## src/rtl/ctrl_sequencer.sv

```systemverilog
// Instruction sequencer for the ALU datapath: fetches 9-bit instructions, decodes them
// into ALU/regfile/dmem controls, resolves branches and stops on the halt word.
module ctrl_sequencer #(
  parameter int          PC_W      = 10,
  parameter logic [8:0]  HALT_INSN = 9'h1FF
) (
  input  logic            clk,
  input  logic            reset_n,
  input  logic            start,
  output logic            done,
  output logic [PC_W-1:0] pc,
  output logic [PC_W-1:0] imem_addr,
  input  logic [8:0]      imem_rd_data,
  output logic [2:0]      alu_cmd,
  output logic [2:0]      typeselect,
  output logic [3:0]      immed,
  input  logic            notequal,
  input  logic            lessthan,
  output logic [2:0]      ra_addr,
  output logic [2:0]      rb_addr,
  output logic            rf_wr_en,
  output logic [2:0]      rf_wr_addr,
  output logic            rf_wr_sel,
  output logic            dmem_rd_en,
  output logic            dmem_wr_en,
  output logic [2:0]      lut_idx,
  input  logic [PC_W-1:0] lut_target,
  output logic [2:0]      state_dbg
);

  typedef enum logic [2:0] {
    S_IDLE   = 3'd0,
    S_FETCH  = 3'd1,
    S_DECODE = 3'd2,
    S_EXEC   = 3'd3,
    S_MEM    = 3'd4,
    S_HALT   = 3'd5
  } state_t;

  localparam logic [2:0] OP_XOR   = 3'b000;
  localparam logic [2:0] OP_SHIFT = 3'b001;
  localparam logic [2:0] OP_MEM   = 3'b010;
  localparam logic [2:0] OP_BNEQ  = 3'b011;
  localparam logic [2:0] OP_HALF  = 3'b100;
  localparam logic [2:0] OP_AND   = 3'b101;
  localparam logic [2:0] OP_BLT   = 3'b110;
  localparam logic [2:0] OP_NOP   = 3'b111;

  state_t          state, state_next;
  logic [PC_W-1:0] pc_next;
  logic [8:0]      insn;
  logic [2:0]      op, f1, f2;
  logic            taken;

  assign op        = insn[8:6];
  assign f1        = insn[5:3];
  assign f2        = insn[2:0];
  assign imem_addr = pc;
  assign state_dbg = state;

  always_ff @(posedge clk or negedge reset_n) begin
    if (!reset_n) begin
      state <= S_IDLE;
      pc    <= '0;
      insn  <= '0;
    end else begin
      state <= state_next;
      pc    <= pc_next;
      if (state == S_DECODE) insn <= imem_rd_data;
    end
  end

  // All controls are decoded combinationally from state, so an async reset
  // drops every strobe in the same instant.
  always_comb begin
    state_next = state;
    pc_next    = pc;
    done       = 1'b0;
    alu_cmd    = OP_NOP;
    typeselect = '0;
    immed      = '0;
    ra_addr    = '0;
    rb_addr    = '0;
    rf_wr_en   = 1'b0;
    rf_wr_addr = '0;
    rf_wr_sel  = 1'b0;
    dmem_rd_en = 1'b0;
    dmem_wr_en = 1'b0;
    lut_idx    = '0;
    taken      = 1'b0;
    case (state)
      S_IDLE: begin
        if (start) begin
          pc_next    = '0;
          state_next = S_FETCH;
        end
      end
      S_FETCH: state_next = S_DECODE;
      S_DECODE: begin
        if (imem_rd_data == HALT_INSN) state_next = S_HALT;
        else                           state_next = S_EXEC;
      end
      S_EXEC: begin
        alu_cmd    = op;
        state_next = S_FETCH;
        case (op)
          OP_XOR, OP_AND: begin
            ra_addr    = f1;
            rb_addr    = f2;
            rf_wr_en   = 1'b1;
            rf_wr_addr = f1;
          end
          OP_SHIFT: begin
            typeselect = f1;
            ra_addr    = f2;
            rf_wr_en   = 1'b1;
            rf_wr_addr = f2;
          end
          OP_MEM: begin
            ra_addr = f2;
            rb_addr = 3'd0;
            if (insn[5]) dmem_wr_en = 1'b1;
            else begin
              dmem_rd_en = 1'b1;
              state_next = S_MEM;
            end
          end
          OP_BNEQ: begin
            ra_addr = f1;
            lut_idx = f2;
            taken   = notequal;
          end
          OP_BLT: begin
            ra_addr = f1;
            lut_idx = f2;
            taken   = lessthan;
          end
          OP_HALF: begin
            ra_addr    = {1'b0, insn[5:4]};
            rf_wr_addr = {1'b0, insn[5:4]};
            immed      = insn[3:0];
            rf_wr_en   = 1'b1;
          end
          default: ;
        endcase
        // Loads defer the pc update to MEM; they can never be branches.
        if (state_next == S_FETCH) pc_next = taken ? lut_target : pc + PC_W'(1);
      end
      S_MEM: begin
        rf_wr_en   = 1'b1;
        rf_wr_sel  = 1'b1;
        rf_wr_addr = 3'd0;
        pc_next    = pc + PC_W'(1);
        state_next = S_FETCH;
      end
      S_HALT: begin
        done = 1'b1;
        if (start) begin
          done       = 1'b0;
          pc_next    = '0;
          state_next = S_FETCH;
        end
      end
      default: state_next = S_IDLE;
    endcase
  end

endmodule
```

## config.mk

```make
export PLATFORM = sky130hd
export DESIGN_NAME = ctrl_sequencer
export DESIGN_NICKNAME = d
export VERILOG_FILES = /design/src/rtl/ctrl_sequencer.sv
export SDC_FILE = /design/constraint.sdc
export NUM_CORES = 1
export LEC_CHECK = 0
export ABC_CLOCK_PERIOD_IN_PS = 2600
export BUFFER_PORTS_ARGS = -buffer_cell sky130_fd_sc_hd__buf_2
export CORE_MARGIN = 5
export CORE_UTILIZATION = 52
export DETAILED_ROUTE_END_ITERATION = 16
export GPL_ROUTABILITY_DRIVEN = 1
export PLACE_DENSITY_LB_ADDON = 0.2
export SLEW_MARGIN = 20
export SYNTH_ARGS = -nofsm -noshare
export SYNTH_HDL_FRONTEND = slang
export SYNTH_SLANG_ARGS = --single-unit
```

## constraint.sdc

```tcl
create_clock -name clk -period 2.6 [get_ports clk]
set_input_delay 0.26 -clock clk [delete_from_list [all_inputs] [get_ports clk]]
set_output_delay 0.26 -clock clk [all_outputs]
set_load 0.02 [all_outputs]
```

Word level (Yosys, flattened, before mapping)
Cells that the tools add are included.
- mux-type cells: 36
- add/subtract/negate cells: 1
- reductions and logical operators: 10
- eq/ne operators: 15
- operators with widths (cell ; count):
    3-bit two-way mux ; 14
    10-bit two-way mux ; 3
    10-bit case mux with 3 select lines ; 1
    3-bit case mux with 3 select lines ; 2
    3-bit equality test, second input constant ; 5
    3-bit case mux with 5 select lines ; 1
    3-bit by 2-bit equality test with 1-bit output, second input constant ; 4
    1-bit two-way mux ; 11
    10-bit by 1-bit adder with 10-bit output, second input constant ; 1
    3-bit by 1-bit equality test with 1-bit output, second input constant ; 3
    9-bit equality test, second input constant ; 1
    4-bit two-way mux ; 2
    2-bit OR reduction ; 4
    4-bit OR reduction ; 2
    3-bit zero test ; 2
    1-bit case mux with 2 select lines ; 2
    3-bit AND reduction ; 1
    3-bit nonzero test ; 1
    2-bit by 1-bit inequality test with 1-bit output, second input constant ; 1
    2-bit inequality test, second input constant ; 1
- flip-flop bits (word level): 22
- word-level logic and storage cells: 65
- output and inout bits: 50
- input port bits: 24

Longest topological paths before layout
- word-level depth: 6
- mapped depth: 7
- gate-level depth less buffers: 6

Worst setup path after synthesis
No wires, ideal clock.
- kind: reg-to-output
- start point: register state[1], in the netlist state_dbg[1]
- end point: output port rf_wr_addr[1]
- cell stages (with the launch flop): 6
- path buffers: 2
- data arrival time: 1.984 ns
- slack: 0.356 ns
- required time: 2.340 ns
- cells stage by stage: dfrtp_1 clkbuf_1 nand3b_4 or2_1 clkbuf_1 a211oi_1
- cells in the longest elaborated chain, start to end: 2
- RTL lines (what ; line ; text):
    from (decl) ; 49 ; state_t state, state_next;
    from (signal assigned) ; 67 ; state <= state_next;
    3-bit by 2-bit equality test with 1-bit output ; 91 ; case (state)
    3-bit two-way mux ; 91 ;
    to (decl) ; 22 ; output logic [2:0] rf_wr_addr,
Every way passes these cells.

Worst setup path in the final report
- start point: register insn[6]
- end point: output port ra_addr[2]
- cells in the longest elaborated chain, start to end: 4
- elaborated cells between the ends (all ways): 11
- classes of those cells: eq/ne: 6; mux: 2; reduce/logical: 3
- RTL lines (what ; line ; text):
    from (decl) ; 51 ; logic [8:0] insn;
    from (signal assigned) ; 69 ; if (state == S_DECODE) insn <= imem_rd_data;
    3-bit equality test, or another cell as far along ; 106 ; case (op)
    4-bit OR reduction (no source line) or 2-bit OR reduction (tied branches) ; n/a ;
    3-bit case mux with 3 select lines (*) ; 106 ;
    3-bit two-way mux (*) ; 91 ;
    to (decl) ; 19 ; output logic [2:0] ra_addr,
Every way passes the cells marked *; elsewhere a longest branch is shown, timed or not.

==> results.md <==
* Clock latency of the later-clocked register in the worst-skew pair at 0.30 ns
* Number of failing hold endpoints at the final stage at 0
* Number of pins with negative max-slew slack in the final report at 0
* Unrepaired setup endpoints after global routing: no
* Cell Chain, Critical Path: xor2_1, mux2i_1, nor2_1, a31oi_1, nor2_1, buf_2
* Layout area overhead at 17.39%
* Worst IR Drop VDD at around 650 uV
* Number of flops mapped to enable cells by yosys at 0
* Tot Pwr at roughly 2.6 mW
* Synth Warn # at 0
* Fin util at between 60% and 70%
* Cell area after synthesis at 1805 um^2
* Detailed-route DRC error count at 0
* Power density over cell area at ~1200 nW/um^2
* Fillers at 327
* Diode count at 0
* Clock root cell: clkbuf_4
* Slew at the pin closest to its max-slew limit at roughly 0.5 ns
* Maximum buffer depth of the clock tree at 2
* Worst EP arrival at 2.04 ns
* Final Cycle Share at approximately 88%
* Maximum fanout along the worst path at 13
* Routed Wire Length at ~4.4 mm
* Number of global-route vias before repair at about 1500
* GRT Overall Usage at 19.08%
* Post-CTS Hold Fix Bufs at 1
* Layout cells sized above 1 at 42.26%
* Post-DR wirelength/cell at about 14 um
* Count of buffers inserted at the top-level ports at 73
* Status: finished, final reports clean
* Cell count after synthesis at roughly 210
* Setup TNS at 0 ns
* Count of state elements after synthesis at 22
* CP Class: reg2out
* Slowest stage cell on the critical path: dfrtp_1
* Footprint of the flip-flops and latches at 550.5 um^2
* Maximum clock rate at between 400 and 500 MHz
* Number of core rows at 21
* Layout net count at slightly below 300
* Finish-stage setup viols at 0
* Clock transition time at the flip-flop clock pins of the worst setup and hold paths at about 0.12 ns
* Sum of net half-perimeters after detailed placement at 3.417 mm
* Iter 0 DRT Violations at 96
* Number of nets with antenna violations after routing at 0
* Hold Worst Slack at roughly 0.20 ns
* Number of distinct standard cells referenced by the synthesized netlist at 51
* Proportion of synthesized chip area in sequential cells at between 30% and 40%
* Net count after synthesis at around 230
* Critical Path Sink Type: primary output
* Top FF cell, synth: dfrtp_1
* Crit path largest cell delay at ~0.63 ns
* Via total after detailed routing at between 1500 and 2000
* First-pass iteration count of the detailed router at 4
* Wire length of the first global-routing pass at a little under 7 mm
* Remaining global-route overflow at 0
* Die area at 4751 um^2
* Final GP Congestion at about 0.84
* Multi-input combinational cell area at between 1000 and 1500 um^2
* Launching element type of the critical path: flop
* Async S/R FF share, synth at 100.0%
* Leak at around 1.0 nW
* Average instance area after synthesis at around 8.6 um^2
* Initial antenna violation count at 0
* Level count of the clock H-tree at 1
* Die W at 68.93 um
* Count of cells resized by post-cts repair at 0
* CP most frequent cell: nor2_1
* Number of top-level pins at 74
* Core area at 3337 um^2
* Number of buffers created by CTS at 3
* Maximum number of pins on one net before global-route repair at 23
* Initial core utilization at a little over half
* Post-CTS repair timing setup buffer count at 0
* Cells after DPL at 307
* Class of the most critical hold timing path: in2reg
* Clock tree skew after final layout at 0.001448 ns
* Final non-filler cell total at roughly 310
* Die height at a little under 70 um
* TritonCTS Sinks at 22
* CTS tree: done
* Average vias per placed instance at approximately 5.4
* Final critical-path required period at about 2.3 ns
* Number of max-cap violations at 0
* Data required, critical path at approximately 2.3 ns
* Worst slew margin at roughly two thirds
[registers in the layout, indices dropped and copies added (netlist names)]
name and count:
imem_addr 10, insn 9, state_dbg 3
[cell usage after synthesis (3+ instances only)]
library cell,n,area [um^2]
dfrtp_1,22,550.5
nor2_1,22,82.58
a21oi_1,13,65.06
and2_1,12,75.07
mux2_2,11,123.9
nand2_1,11,41.29
nand3_1,11,55.05
buf_4,10,75.07
a211oi_1,6,45.04
inv_1,6,22.52
a22oi_1,5,37.54
buf_2,5,25.02
nor3_1,5,25.02
and3_1,4,25.02
clkbuf_1,4,15.01
nor2b_1,4,25.02
o22ai_2,4,50.05
buf_6,3,33.78
mux2i_1,3,30.03
nand4_1,3,18.77
nor2_2,3,18.77
or2_1,3,18.77
[where the power goes]
part / switching [mW] / total (mW) / internal, mW
clock network: 0.100 / 0.154 / 0.0539
logic: 0.957 / 1.64 / 0.683
registers: 0.303 / 0.790 / 0.486
[area by class of cell]
class / count / share of cell area [%]
clock buffer: 3 / 1.063
inverter: 7 / 1.240
multi-input combinational: 158 / 50.94
sequential: 22 / 25.97
tap: 46 / 2.715
timing repair buffer: 75 / 18.06
[cell families (layout without fill, tap and decap cells)]
group | count (synthesis) | after routing | synth area share (%)
XOR/XNOR | 1 | 1 | 0.4852
buffers and inverters | 29 | 85 | 9.701
AND/OR/NAND/NOR | 96 | 96 | 30.98
flip-flops | 22 | 22 | 30.49
multiplexers | 14 | 14 | 8.524
adder cells (fa/ha/maj) | 1 | 1 | 0.6929
AO/OA/AOI/OAI | 46 | 46 | 19.13
[cells in the final DEF, fill, tap and decap left out, types with 3 or more instances in the layout]
master / Yosys / final
o22ai_2: 4 / 4
dfrtp_1: 22 / 22
nor2_1: 22 / 22
a211oi_1: 6 / 6
and3_1: 4 / 4
nor2_2: 3 / 3
nand3_1: 11 / 11
nand2_1: 11 / 11
inv_1: 6 / 6
and2_1: 12 / 12
clkbuf_4: 0 / 3
mux2i_1: 3 / 3
nor2b_1: 4 / 4
buf_2: 5 / 73
nor3_1: 5 / 5
nand4_1: 3 / 3
mux2_2: 11 / 11
a22oi_1: 5 / 5
a21oi_1: 13 / 13
or2_1: 3 / 3
[worst paths after layout]
path	startpoint	to	slack, ns	cells past startpoint
max in group asynchronous	reset_n	insn[5]	1.80	2
worst max register to register	insn[8]	imem_addr[3]	0.45	5
worst min-delay path	imem_rd_data[0]	insn[0]	0.20	2
min in group asynchronous	reset_n	imem_addr[7]	0.46	2
worst max-delay path	insn[6]	ra_addr[2]	0.30	6
worst min register to register	insn[0]	insn[0]	0.54	1
[critical path: cells and delay by family (launching register included)]
family                 cells  cell delay, ns
AO/OA/AOI/OAI              1            0.16
AND/OR/NAND/NOR            2            0.12
flip-flops                 1            0.63
XOR/XNOR                   1            0.41
multiplexers               1            0.26
buffers and inverters      1            0.16
[stage by stage]
stage	setup WS [ns]	area (um^2)
2_1_floorplan	0.3560	1805
3_3_place_gp	0.5479	2087
3_5_place_dp	0.4973	2087
4_1_cts	0.3262	2120
5_1_grt	0.1694	2120
6_report	0.3017	2120
[layer usage]
metal | GRT usage (%) | part of all wire (%) | routed length, um | vias up
li1 | - | - | - | 854
met1 | 22.75 | 42 | 1834 | 776
met2 | 34.76 | 51 | 2232 | 48
met3 | 3.241 | 5.9 | 258 | 4
met4 | 5.596 | 1.1 | 46 | 0
met5 | 0 | 0 | 0 | -
(Power assumes the default switching activity.)
